File: src/rtl/gfe_inv_arbiter.sv
// Round-robin arbiter sharing a two-port GF(3) inverse unit among NREQ requesters.
// Optional statistics counters are enabled by defining GFE_INV_ARB_STATS_EN.
module gfe_inv_arbiter #(
    parameter int NREQ = 4
) (
    input  logic              clk,
    input  logic              rst_n,
    input  logic [NREQ-1:0]   req_valid,
    input  logic [2*NREQ-1:0] req_data,
    output logic [NREQ-1:0]   req_ready,
    output logic [NREQ-1:0]   rsp_valid,
    output logic [2*NREQ-1:0] rsp_data,
    output logic [NREQ-1:0]   rsp_err,
    input  logic [NREQ-1:0]   rsp_ready,
    output logic [1:0]        inv_din_A,
    output logic [1:0]        inv_din_B,
    input  logic [1:0]        inv_dout_A,
    input  logic [1:0]        inv_dout_B,
    input  logic              inv_dout_en_A,
    input  logic              inv_dout_en_B,
    output logic [15:0]       stat_ops,
    output logic [15:0]       stat_errs
);
    localparam int IDW = $clog2(NREQ);

    logic [IDW-1:0]  rr_ptr;
    logic            tag_a_vld, tag_b_vld;
    logic            tag_a_ill, tag_b_ill;
    logic [IDW-1:0]  tag_a_id, tag_b_id;
    logic [1:0]      operand   [NREQ];
    logic [1:0]      slot_data [NREQ];
    logic [NREQ-1:0] in_flight;
    logic [NREQ-1:0] eligible;
    logic            gnt_a_vld, gnt_b_vld;
    logic [IDW-1:0]  gnt_a_id, gnt_b_id;
    logic [1:0]      op_a, op_b;

    for (genvar g = 0; g < NREQ; g++) begin : g_unpack
        assign operand[g]           = req_data[2*g +: 2];
        assign rsp_data[2*g +: 2]   = slot_data[g];
    end

    function automatic logic [IDW-1:0] wrap_inc(input logic [IDW-1:0] id);
        return (id == IDW'(NREQ - 1)) ? '0 : id + 1'b1;
    endfunction

    always_comb begin
        for (int unsigned i = 0; i < NREQ; i++) begin
            in_flight[i] = (tag_a_vld && tag_a_id == IDW'(i)) ||
                           (tag_b_vld && tag_b_id == IDW'(i));
        end
    end

    // A requester holds at most one op: blocked while in flight or while its slot is full.
    assign eligible = req_valid & ~in_flight & ~rsp_valid;

    always_comb begin
        int unsigned idx;
        idx       = 0;
        gnt_a_vld = 1'b0;
        gnt_b_vld = 1'b0;
        gnt_a_id  = '0;
        gnt_b_id  = '0;
        for (int unsigned k = 0; k < NREQ; k++) begin
            idx = 32'(rr_ptr) + k;
            if (idx >= NREQ) idx = idx - NREQ;
            if (eligible[IDW'(idx)]) begin
                if (!gnt_a_vld) begin
                    gnt_a_vld = 1'b1;
                    gnt_a_id  = IDW'(idx);
                end else if (!gnt_b_vld) begin
                    gnt_b_vld = 1'b1;
                    gnt_b_id  = IDW'(idx);
                end
            end
        end
    end

    always_comb begin
        for (int unsigned i = 0; i < NREQ; i++) begin
            req_ready[i] = (gnt_a_vld && gnt_a_id == IDW'(i)) ||
                           (gnt_b_vld && gnt_b_id == IDW'(i));
        end
    end

    assign op_a      = operand[gnt_a_id];
    assign op_b      = operand[gnt_b_id];
    assign inv_din_A = (gnt_a_vld && op_a != 2'b11) ? op_a : 2'b00;
    assign inv_din_B = (gnt_b_vld && op_b != 2'b11) ? op_b : 2'b00;

    always_ff @(posedge clk or negedge rst_n) begin
        if (!rst_n) begin
            rr_ptr    <= '0;
            tag_a_vld <= 1'b0;
            tag_b_vld <= 1'b0;
            tag_a_ill <= 1'b0;
            tag_b_ill <= 1'b0;
            tag_a_id  <= '0;
            tag_b_id  <= '0;
        end else begin
            tag_a_vld <= gnt_a_vld;
            tag_b_vld <= gnt_b_vld;
            tag_a_id  <= gnt_a_id;
            tag_b_id  <= gnt_b_id;
            tag_a_ill <= gnt_a_vld && op_a == 2'b11;
            tag_b_ill <= gnt_b_vld && op_b == 2'b11;
            if (gnt_b_vld)      rr_ptr <= wrap_inc(gnt_b_id);
            else if (gnt_a_vld) rr_ptr <= wrap_inc(gnt_a_id);
        end
    end

    // Capture and release never target the same slot, so the order below is not a priority.
    always_ff @(posedge clk or negedge rst_n) begin
        if (!rst_n) begin
            rsp_valid <= '0;
            rsp_err   <= '0;
            for (int unsigned i = 0; i < NREQ; i++) slot_data[i] <= 2'b00;
        end else begin
            for (int unsigned i = 0; i < NREQ; i++) begin
                if (tag_a_vld && tag_a_id == IDW'(i)) begin
                    rsp_valid[i] <= 1'b1;
                    slot_data[i] <= tag_a_ill ? 2'b00 : inv_dout_A;
                    rsp_err[i]   <= tag_a_ill | ~inv_dout_en_A;
                end else if (tag_b_vld && tag_b_id == IDW'(i)) begin
                    rsp_valid[i] <= 1'b1;
                    slot_data[i] <= tag_b_ill ? 2'b00 : inv_dout_B;
                    rsp_err[i]   <= tag_b_ill | ~inv_dout_en_B;
                end else if (rsp_valid[i] && rsp_ready[i]) begin
                    rsp_valid[i] <= 1'b0;
                end
            end
        end
    end

`ifdef GFE_INV_ARB_STATS_EN
    logic [1:0] n_acc, n_err;

    function automatic logic [15:0] sat_add(input logic [15:0] a, input logic [1:0] b);
        logic [16:0] s;
        s = {1'b0, a} + {15'b0, b};
        return s[16] ? 16'hFFFF : s[15:0];
    endfunction

    always_comb begin
        n_acc = {1'b0, gnt_a_vld} + {1'b0, gnt_b_vld};
        n_err = {1'b0, tag_a_vld && (tag_a_ill || !inv_dout_en_A)} +
                {1'b0, tag_b_vld && (tag_b_ill || !inv_dout_en_B)};
    end

    always_ff @(posedge clk or negedge rst_n) begin
        if (!rst_n) begin
            stat_ops  <= '0;
            stat_errs <= '0;
        end else begin
            stat_ops  <= sat_add(stat_ops, n_acc);
            stat_errs <= sat_add(stat_errs, n_err);
        end
    end
`else
    assign stat_ops  = '0;
    assign stat_errs = '0;
`endif

endmodule
File: config.mk
export PLATFORM = sky130hd
export DESIGN_NAME = gfe_inv_arbiter
export DESIGN_NICKNAME = d
export VERILOG_FILES = /design/src/rtl/gfe_inv_arbiter.sv
export SDC_FILE = /design/constraint.sdc
export NUM_CORES = 1
export LEC_CHECK = 0
export ABC_AREA = 1
export CAP_MARGIN = 10
export CELL_PAD_IN_SITES_DETAIL_PLACEMENT = 1
export CELL_PAD_IN_SITES_GLOBAL_PLACEMENT = 1
export CORE_MARGIN = 5
export CORE_UTILIZATION = 32
export CTS_CLUSTER_DIAMETER = 200
export DETAILED_ROUTE_END_ITERATION = 16
export PLACE_DENSITY = 0.82
export SLEW_MARGIN = 25
export SYNTH_ARGS = -nofsm -noshare
export SYNTH_HDL_FRONTEND = slang
export SYNTH_SLANG_ARGS = --single-unit
File: constraint.sdc
create_clock -name clk -period 3.6 [get_ports clk]
set_clock_uncertainty 0.2 [all_clocks]
set_input_delay 0.54 -clock clk [delete_from_list [all_inputs] [get_ports clk]]
set_output_delay 0.54 -clock clk [all_outputs]
set_load 0.01 [all_outputs]
==> reports/qor.yml <==
status:
  run_status: "finished, final reports clean"
sta:
  fmax_mhz: 285
  drv_slew: 0
  final-setup-viol-count: 0
  setup_slack_ns: 0.0910
  fin_crit_sh_pct: 97.5
  fin_setup_tns_ns: 0
  relSlewSlack_pct: 66.7
  post-route-min-period_ns: 3.51
  hold_viol: 0
  tightest_slew_ns: 0.496
die:
  dieWidth_um: 94.7
  core_area_um2: 6910
  initial_core_util_pct: 33.3
  ioPinCount: 80
  dieHeight_um: 94.7
  placement_rows: 30
  dieArea_um2: 8970
grt:
  grt_max_degree: 27
  antenna_found_initial: 0
  grt_use_total_pct: 16.9
  grt-ovfl-total: 0
  grt_pass1_wl_um: 12100
  grt_pass1_vias: 2628
logic_synthesis:
  ys_warn_count: 0
  synth_seq_cells: 26
  avgSynthCellArea_um2: 7.09
  synth_cells: 324
  netlist.area_leader.share_pct: 28.3
  ys_seq_area_share_pct: 28.3
  synth_edf_count: 0
  yosys.area.top_type: "dfrtp_1"
  synth_area_leaders: "dfrtp_1 28%, buf_4 11%, nand2_1 11%, nand3_1 9.8%, inv_1 5.7%"
  synth_area_um2: 2300
  async_flop_share_pct: 100
  ys.flop_type: "dfrtp_1"
  ys_types: 31
critical_path:
  max_stage_delay_ns: 0.42
  arrival_ns: 2.77
  worst-path-stages: 17
  startpoint: "tag_b_id[0]"
  r2r_setup_slack_ns: 0.73
  timing.rr.end: "rr_ptr[1]"
  critPathBufInv: 5
  worstPathRequired_ns: 2.86
  cpLargestDelayFamily: "simple AND/OR/NAND/NOR gates"
  crit_fanout: 5
  reg2reg_from: "tag_b_id[0]"
  cp-endpoint: "req_ready[2]"
  crit_type: "flop to primary output"
  cp-start-kind: "flop"
  cp_cell_sequence: "inv_1, nand3_2, buf_4, nand4_1, nand3_1, nand2_4, nand2_4, nand2_2, nand2_2, nor2_4, nand2_1, inv_1, nor2_4, buf_12, ha_1, a22o_1, buf_2"
  worst_path_max_delay_cell: "dfrtp_1"
  crit_path_end_kind: "primary output"
  ff2ff_path_depth: 17
routing:
  vias: 2439
  drt_pre_antenna_iters: 4
  post_drt_wl_per_cell_um: 15.6
  vias_per_cell: 4.79
  ant_nets: 0
  drcViolationCount: 0
  drt-initial-drc-count: 57
  wl_um: 7960
clocking:
  clockBufferDepth: 2
  cts_hold_buf: 0
  insertion_delay_ns: 0.27
  cts_root_buf: "clkbuf_8"
  clk_pin_slew_ns: 0.10
  cts_tree: "built"
  clock-sinks: 26
  htree_levels: 1
  cts_buffers: 3
final_layout:
  layout_commonest_cell: "nand2_1"
  mostFrequentLayoutCells: "47 x nand2_1, 40 x buf_4, 35 x clkdlybuf4s50_1"
  fin_nets: 448
  num-fill-cells: 895
  drive_gt1_share_pct: 32.2
  diodes: 0
  final_area_um2: 3410
  fin_util_pct: 49.4
  area_delta_synth_final_pct: 48.4
place:
  preCtsSetupSlack_ns: -0.573
  portBuffers: 47
  routabilityCongestion: 0.850
  place_hpwl_um: 5830
  place_area_um2: 3000
hold_path:
  hold_depth: 1
  hold_start: "rsp_data[1]"
  hold_class: "flop to flop"
job:
  maxCapViolCount: 0
==> state kept, by name, indices dropped and copies added (netlist names) <==
register	count
rr_ptr	2
rsp_data	8
rsp_err	4
rsp_valid	4
tag_a_id	2
tag_a_ill	1
tag_a_vld	1
tag_b_id	2
tag_b_ill	1
tag_b_vld	1
==> synthesized netlist by cell type, types with 4 or more instances <==
cell and count:
ha_1 10, nand3_1 45, o211ai_1 4, nand4_1 9, o21a_1 10, inv_1 35
inv_2 9, nand2_1 70, a22o_1 4, buf_4 35, nand3_2 5, nor2_1 11
o21ai_0 23, dfrtp_1 26, nand2_2 7
==> metrics by stage <==
stage / cells / hold slack [ns]
2_1_floorplan: 355 / 0.0444
3_3_place_gp: 495 / 0.273
3_5_place_dp: 495 / 0.280
4_1_cts: 503 / 0.303
5_1_grt: 509 / 0.315
6_report: 509 / 0.298
==> layer usage <==
metal	vias to the layer above	track usage, %	routed length [µm]
met5	-	0	0
met4	0	4.81	168
met3	14	2.15	350
met2	63	33.1	4280
met1	1177	18.8	3160
li1	1185	-	-
==> worst min-delay path by stage <==
stage / end / slack (ns)
2_1_floorplan: rr_ptr[0] / 0.04
3_3_place_gp: rsp_err[0] / 0.27
3_5_place_dp: rsp_data[1] / 0.28
4_1_cts: rsp_data[1] / 0.30
5_1_grt: rsp_data[3] / 0.32
6_report: rsp_data[1] / 0.30
==> final cells by class <==
| type | count | area [µm²] | share of cell area, % |
|---|---|---|---|
| Clock buffer | 3 | 41.3 | 1.21 |
| Clock inverter | 1 | 30.0 | 0.881 |
| Inverter | 44 | 165 | 4.84 |
| Multi-Input combinational cell | 249 | 1610 | 47.1 |
| Sequential cell | 26 | 652 | 19.1 |
| Tap cell | 96 | 120 | 3.52 |
| Timing Repair Buffer | 90 | 795 | 23.3 |
==> timing repair <==
| item | CTS | global route |
|---|---|---|
| resized for setup | 61 | 47 |
| pin swaps | 11 | 24 |
| hold endpoints to repair | 0 | 0 |
| endpoints found under the setup margin | 8 | 8 |
| setup buffers | 4 | 6 |
| cloned | 0 | 0 |
==> kinds of logic (layout without fill, tap and decap cells) <==
| group | after synthesis | after routing | synth area share, % |
|---|---|---|---|
| compound gates | 50 | 50 | 13.8 |
| xor+xnor | 1 | 1 | 0.381 |
| fa+ha+maj | 10 | 10 | 5.45 |
| buf+inv | 80 | 138 | 18.8 |
| flops | 26 | 26 | 28.3 |
| other cells | 1 | 32 | 0.163 |
| simple gates | 156 | 156 | 33.1 |
Power is left out: the tool's default activity adds up to more than one toggle a clock period on the data nets, which glitch-free logic cannot reach.
